--- src/rtl/vga_timing_pkg.sv ---
// Shared 640x480 @ 60 Hz timing constants for the VGA display path.
package vga_timing_pkg;

    localparam int C_H_VISIBLE = 640;
    localparam int C_H_FRONT   = 16;
    localparam int C_H_SYNC    = 96;
    localparam int C_H_BACK    = 48;
    localparam int C_V_VISIBLE = 480;
    localparam int C_V_FRONT   = 10;
    localparam int C_V_SYNC    = 2;
    localparam int C_V_BACK    = 33;

    localparam int C_H_TOTAL    = C_H_VISIBLE + C_H_FRONT + C_H_SYNC + C_H_BACK;
    localparam int C_V_TOTAL    = C_V_VISIBLE + C_V_FRONT + C_V_SYNC + C_V_BACK;
    localparam int C_HSYNC_START = C_H_VISIBLE + C_H_FRONT;
    localparam int C_HSYNC_END   = C_H_VISIBLE + C_H_FRONT + C_H_SYNC - 1;
    localparam int C_VSYNC_START = C_V_VISIBLE + C_V_FRONT;
    localparam int C_VSYNC_END   = C_V_VISIBLE + C_V_FRONT + C_V_SYNC - 1;

    localparam logic SYNC_ACTIVE = 1'b0;
    localparam int   COLOR_W     = 12;

endpackage

--- src/rtl/vga_timing_gen_sync_delay_line.sv ---
// N-stage, W-bit shift register whose stages reset to a supplied value.
module sync_delay_line #(
    parameter int N = 1,
    parameter int W = 3
) (
    input  logic         clk,
    input  logic         reset,
    input  logic [W-1:0] rst_val,
    input  logic [W-1:0] din,
    output logic [W-1:0] dout
);

    logic [W-1:0] stage_q [N];

    always_ff @(posedge clk or posedge reset) begin
        if (reset) begin
            for (int i = 0; i < N; i++) stage_q[i] <= rst_val;
        end else begin
            stage_q[0] <= din;
            for (int i = 1; i < N; i++) stage_q[i] <= stage_q[i-1];
        end
    end

    assign dout = stage_q[N-1];

endmodule

--- src/rtl/vga_timing_gen.sv ---
// VGA raster counters, delayed sync/blanking and per-frame tick.
// Road scrolling accumulator is built only when VGA_SCROLL_EN is defined.
module vga_timing_gen
    import vga_timing_pkg::*;
#(
    parameter int H_VISIBLE  = C_H_VISIBLE,
    parameter int H_FRONT    = C_H_FRONT,
    parameter int H_SYNC     = C_H_SYNC,
    parameter int H_BACK     = C_H_BACK,
    parameter int V_VISIBLE  = C_V_VISIBLE,
    parameter int V_FRONT    = C_V_FRONT,
    parameter int V_SYNC     = C_V_SYNC,
    parameter int V_BACK     = C_V_BACK,
    parameter int SYNC_DELAY = 1
) (
    input  logic       clk,
    input  logic       reset,
    input  logic [3:0] scroll_speed,
    output logic [9:0] pix_col,
    output logic [9:0] pix_row,
    output logic       hsync,
    output logic       vsync,
    output logic       video_on,
    output logic       frame_tick,
    output logic [9:0] scroll_offset
);

    localparam int H_TOTAL = H_VISIBLE + H_FRONT + H_SYNC + H_BACK;
    localparam int V_TOTAL = V_VISIBLE + V_FRONT + V_SYNC + V_BACK;

    localparam logic [9:0] H_LAST   = 10'(H_TOTAL - 1);
    localparam logic [9:0] V_LAST   = 10'(V_TOTAL - 1);
    localparam logic [9:0] H_VIS    = 10'(H_VISIBLE);
    localparam logic [9:0] V_VIS    = 10'(V_VISIBLE);
    localparam logic [9:0] HS_START = 10'(H_VISIBLE + H_FRONT);
    localparam logic [9:0] HS_END   = 10'(H_VISIBLE + H_FRONT + H_SYNC - 1);
    localparam logic [9:0] VS_START = 10'(V_VISIBLE + V_FRONT);
    localparam logic [9:0] VS_END   = 10'(V_VISIBLE + V_FRONT + V_SYNC - 1);

    logic [9:0] hcnt_q, hcnt_d;
    logic [9:0] vcnt_q, vcnt_d;
    logic       frame_tick_q, frame_tick_d;
    logic       hsync_d, vsync_d, video_on_d;

    always_comb begin
        hcnt_d = hcnt_q + 10'd1;
        vcnt_d = vcnt_q;
        if (hcnt_q == H_LAST) begin
            hcnt_d = 10'd0;
            vcnt_d = (vcnt_q == V_LAST) ? 10'd0 : vcnt_q + 10'd1;
        end
    end

    always_comb begin
        hsync_d      = (hcnt_q >= HS_START && hcnt_q <= HS_END) ? SYNC_ACTIVE : ~SYNC_ACTIVE;
        vsync_d      = (vcnt_q >= VS_START && vcnt_q <= VS_END) ? SYNC_ACTIVE : ~SYNC_ACTIVE;
        video_on_d   = (hcnt_q < H_VIS) && (vcnt_q < V_VIS);
        frame_tick_d = (hcnt_q == 10'd0) && (vcnt_q == V_VIS);
    end

    always_ff @(posedge clk or posedge reset) begin
        if (reset) begin
            hcnt_q       <= 10'd0;
            vcnt_q       <= 10'd0;
            frame_tick_q <= 1'b0;
        end else begin
            hcnt_q       <= hcnt_d;
            vcnt_q       <= vcnt_d;
            frame_tick_q <= frame_tick_d;
        end
    end

    // Delay matches the registered color outputs of the downstream generators.
    sync_delay_line #(
        .N (SYNC_DELAY),
        .W (3)
    ) u_sync_delay (
        .clk     (clk),
        .reset   (reset),
        .rst_val ({~SYNC_ACTIVE, ~SYNC_ACTIVE, 1'b0}),
        .din     ({hsync_d, vsync_d, video_on_d}),
        .dout    ({hsync, vsync, video_on})
    );

`ifdef VGA_SCROLL_EN
    logic [9:0]  scroll_q, scroll_d;
    logic [10:0] scroll_sum;

    always_comb begin
        scroll_sum = {1'b0, scroll_q} + {7'd0, scroll_speed};
        scroll_d   = scroll_q;
        if (frame_tick_q) begin
            scroll_d = (scroll_sum >= 11'(V_VISIBLE)) ? 10'(scroll_sum - 11'(V_VISIBLE))
                                                      : scroll_sum[9:0];
        end
    end

    always_ff @(posedge clk or posedge reset) begin
        if (reset) scroll_q <= 10'd0;
        else       scroll_q <= scroll_d;
    end

    assign scroll_offset = scroll_q;
`else
    logic scroll_unused;
    assign scroll_unused = ^scroll_speed;
    assign scroll_offset = 10'd0;
`endif

    assign pix_col    = hcnt_q;
    assign pix_row    = vcnt_q;
    assign frame_tick = frame_tick_q;

endmodule
--- config.mk ---
export PLATFORM = sky130hd
export DESIGN_NAME = vga_timing_gen
export DESIGN_NICKNAME = d
export VERILOG_FILES = /design/src/rtl/vga_timing_pkg.sv /design/src/rtl/vga_timing_gen_sync_delay_line.sv /design/src/rtl/vga_timing_gen.sv
export SDC_FILE = /design/constraint.sdc
export NUM_CORES = 1
export LEC_CHECK = 0
export CAP_MARGIN = 20
export CORE_MARGIN = 2
export CORE_UTILIZATION = 41
export DETAILED_ROUTE_END_ITERATION = 6
export PLACE_DENSITY = 0.82
export SYNTH_ARGS = -nofsm -noshare
export SYNTH_HDL_FRONTEND = slang
export SYNTH_SLANG_ARGS = --single-unit
--- constraint.sdc ---
create_clock -name clk -period 6.2 [get_ports clk]
set_input_delay 0.93 -clock clk [delete_from_list [all_inputs] [get_ports clk]]
set_output_delay 0.93 -clock clk [all_outputs]
set_load 0.03 [all_outputs]
Word-level counts from Yosys, hierarchy flattened
Cells that the tools add are included.

Flip-flop bits (word level): 24. Bits in latches: 0. RAM bits: 0. Bits in read-only memories: 0. Input port bits: 6. Logic and storage cells: 24. Memories: 0.

Add/subtract/negate cells: 2. Multiply operators: 0. Divide/modulo/power cells: 0. Order comparisons: 6. Equal/unequal tests: 3. Shifts and indexed selects: 0. Mux-type cells: 4. Bitwise gates (word level): 0. Reduce and logical (&&, ||, !) cells: 5.

Operators by type and width (count): 10-bit by 1-bit adder with 10-bit output (second input constant) (2); 10-bit == test (second input constant) (2); 10-bit 2-to-1 mux (2); 10-bit by 9-bit == test with 1-bit output (second input constant) (1); 10-bit greater-or-equal comparator (second input constant) (1); 10-bit by 9-bit greater-or-equal comparator with 1-bit output (second input constant) (1); 10-bit less-or-equal comparator (second input constant) (1); 10-bit by 9-bit less-or-equal comparator with 1-bit output (second input constant) (1); 10-bit logical NOT (1); 10-bit < comparator (second input constant) (1); 10-bit by 9-bit < comparator with 1-bit output (second input constant) (1); 1-bit logical AND (4); 1-bit 2-to-1 mux (2).

Depth between registers and ports, before layout
Word-level depth: 3. Mapped depth: 6. Gate-level depth less buffers: 6.

Worst setup path after synthesis
Ideal clock, no wire load.

Kind: register to register. Start: reg hcnt_q[0], in the netlist pix_col[0]. End: reg vcnt_q[9], in the netlist pix_row[9]. Setup time: 0.077 ns. Arrival time: 2.190 ns. Data required time: 6.123 ns. Slack: 3.932 ns. Cell stages (with the launch flop): 7. Clock period less this slack: 2.268 ns. Path through: dfrtp_1 ha_1 nand4_1 or3_1 clkbuf_2 or4_1 a21oi_1.

Cells in the longest elaborated chain, start to end: 1.

RTL lines: start, declared (RTL line vga_timing_gen.sv:40) `logic [9:0] hcnt_q, hcnt_d;`; start signal, assigned (RTL line vga_timing_gen.sv:67) `hcnt_q <= hcnt_d;`; 10-bit == test (RTL line vga_timing_gen.sv:48) `if (hcnt_q == H_LAST) begin`; end signal, assigned (RTL line vga_timing_gen.sv:68) `vcnt_q <= vcnt_d;`; end, declared (RTL line vga_timing_gen.sv:41) `logic [9:0] vcnt_q, vcnt_d;`.

No other way between the ends. A chain may end at the register's enable or synchronous reset.

Worst setup path in the final report
Start: reg hcnt_q[8], in the netlist pix_col[8]. End: out pix_col[8].

RTL lines: end, declared (RTL line vga_timing_gen.sv:19) `output logic [9:0] pix_col,`.

No word-level cell between the ends.

==> qor.yml <==
status: "complete, no violations"
netlist-cell-type-count: 32
ctsResizeCount: 0
synthFlopType: "dfrtp_1"
setup_viol: 0
pwr-share-comb: 0.046
swShare: 0.232
period_share: 0.397
slowest_stage: "clkdlybuf4s50_1"
sequentialPowerShare: 0.623
ys_seq_area_frac: 0.482
areaGrowthSynthToFinish_pct: 22.1
syn-cell-area_sq_mm: 0.00125
drt_iter0_markers: 26
vias_per_cell: 5.16
clock_sinks: 24
initial_core_util: 0.421
final_common_cell: "clkdlybuf4s50_1"
ys_warn_count: 0
worst-endpoint-required_ns: 5.27
peakVddDrop_mv: 0.134
end_kind: "primary output"
path_class: "reg2out"
synthSimpleGateAreaFrac: 0.220
placed_cells: 182
clock_latency_ns: 0.32
maxSlewViolCount: 0
first_pass_iters: 4
final_nets: 165
std_cell_rows: 20
hold_buffers: 0
synth_top_family_by_area: "simple AND/OR/NAND/NOR gates"
cts_setup_buffers: 0
crit_family: "buffers and inverters"
cts_root_buffer: "clkbuf_4"
worst_clock_skew_ns: 0.00114
numCtsBuffers: 3
power_frac_clock: 0.332
drt_drc_violations_left: 0
grt_max_degree: 25
hold_class: "reg2reg"
maxCapViolations: 0
critPathMaxFanout: 8
switching_power_mw: 0.0584
crit_chain: "clkdlybuf4s50_1"
worstPathBufferInverterCount: 1
synth_xor_area_frac: 0.0909
synthMuxAreaShare: 0
dieWidth_microns: 59.3
tritoncts: "done"
htreeDepth: 1
cts.reportedPaths.clkPinSlew_ns: 0.13
port_buffers: 25
worst_slew_pin_slew_ns: 0.891
setup-tns-final_ns: 0
synthAdderAreaFrac: 0.0500
hold_viol_final: 0
ys_ff_latch: 24
finalPower_mw: 0.252
syn-instance-count: 127
synthArstFlopShare: 1.00
dp_hpwl_microns: 1700
fin_cells: 186
gp_congestion: 0.776
leakagePower_nw: 0.669
post_drt_wl_per_cell_microns: 12.4
routed_wl_microns: 2310
grt_pass1_wl_microns: 4020
overflow: 0
antenna_found_initial: 0
core_sq_mm: 0.00298
drive_gt1_frac: 0.0588
die_h_microns: 59.3
syn_avg_cell_area_sq_um: 9.86
maxSlewHeadroom: 0.405
ios: 40
n_antenna_cell: 0
slowest_delay_ns: 0.72
rsz0062_at_grt: "no"
synth_edf_count: 0
final_cell_mix: "clkdlybuf4s50_1 (25), dfrtp_1 (22), nor2_1 (11), nand3_1 (10), conb_1 (10)"
vias: 959
max_freq_ghz: 0.406
synth-compound-area-share: 0.0599
die-area_sq_mm: 0.00351
p_per_area_mw_per_mm2: 165
grt_pass1_vias: 892
cp.arrival_ns: 1.53
cp-start-kind: "flip-flop"
grt.total_usage: 0.154
clockBufferDepth: 2
period_needed_ns: 2.46
drtAntennaViolNets: 0
internal-power_mw: 0.193
==> sequential cells by signal (all words and copies together) (netlist names) <==
name	count
frame_tick	1
pix_col	10
pix_row	10
u_sync_delay.dout	3
==> cells by family after synthesis <==
logic type,count (synthesis)
AO/OA/AOI/OAI,12
XOR/XNOR,13
adder cells (fa/ha/maj),5
buffers and inverters,21
flip-flops,24
other,1
AND/OR/NAND/NOR,51
==> worst paths after layout <==
kind / to / startpoint / cells past startpoint / slack (ns)
max reg2reg: pix_row[9] / pix_col[0] / 5 / 3.90
max in group asynchronous: pix_col[1] / reset / 2 / 4.58
min in group asynchronous: u_sync_delay.dout[0] / reset / 2 / 1.08
max: pix_col[8] / pix_col[8] / 1 / 3.74
min: pix_row[7] / pix_row[7] / 1 / 0.53
min reg2reg: pix_row[7] / pix_row[7] / 1 / 0.53
==> per-layer routing <==
metal / wire length (microns) / GRT usage / vias to the layer above
met5: 0 / 0 / -
met4: 38 / 0.0747 / 0
met3: 125 / 0.0393 / 4
met2: 1130 / 0.259 / 28
met1: 1020 / 0.181 / 457
li1: - / - / 470
==> power by group through the flow <==
stage          registers, mW  logic, mW  clock network, mW
3_5_place_dp           0.160     0.0117                  0
6_report               0.157     0.0115             0.0835
2_1_floorplan          0.160     0.0151                  0
4_1_cts                0.157     0.0117             0.0865
5_1_grt                0.157     0.0125             0.0920
3_3_place_gp           0.160     0.0115                  0
==> Yosys cell counts (2+ instances only) <==
master,number,share of area
and3_1,2,0.010
buf_4,10,0.060
dfrtp_1,22,0.44
dfstp_2,2,0.042
ha_1,5,0.050
inv_1,9,0.027
nand2_1,5,0.015
nand3_1,10,0.040
nand4_1,3,0.015
nor2_1,11,0.033
nor3_1,3,0.012
nor4_1,6,0.030
o21ai_0,5,0.020
o31ai_1,2,0.012
or3_1,3,0.015
or4_1,2,0.012
xnor2_1,7,0.049
xor2_1,6,0.042
==> through the flow <==
stage	cell area, sq um	util	setup slack (ns)	hold slack, ns
floorplan	1290	-	3.93	0.669
global placement	1490	0.501	4.00	0.497
detailed placement	1490	0.501	3.90	0.498
CTS	1530	0.513	3.72	0.523
global route	1530	0.513	3.66	0.543
finish	1530	0.513	3.74	0.528
==> layout make-up <==
cell class | count | area (sq um)
clock buffers | 4 | 36.3
fillers | 284 | 1450
inverters | 9 | 33.8
multi-input cells | 91 | 564
flip-flops and latches | 24 | 603
well taps | 33 | 41.3
repair buffers | 25 | 250
Power figures use the tool's default switching activity.
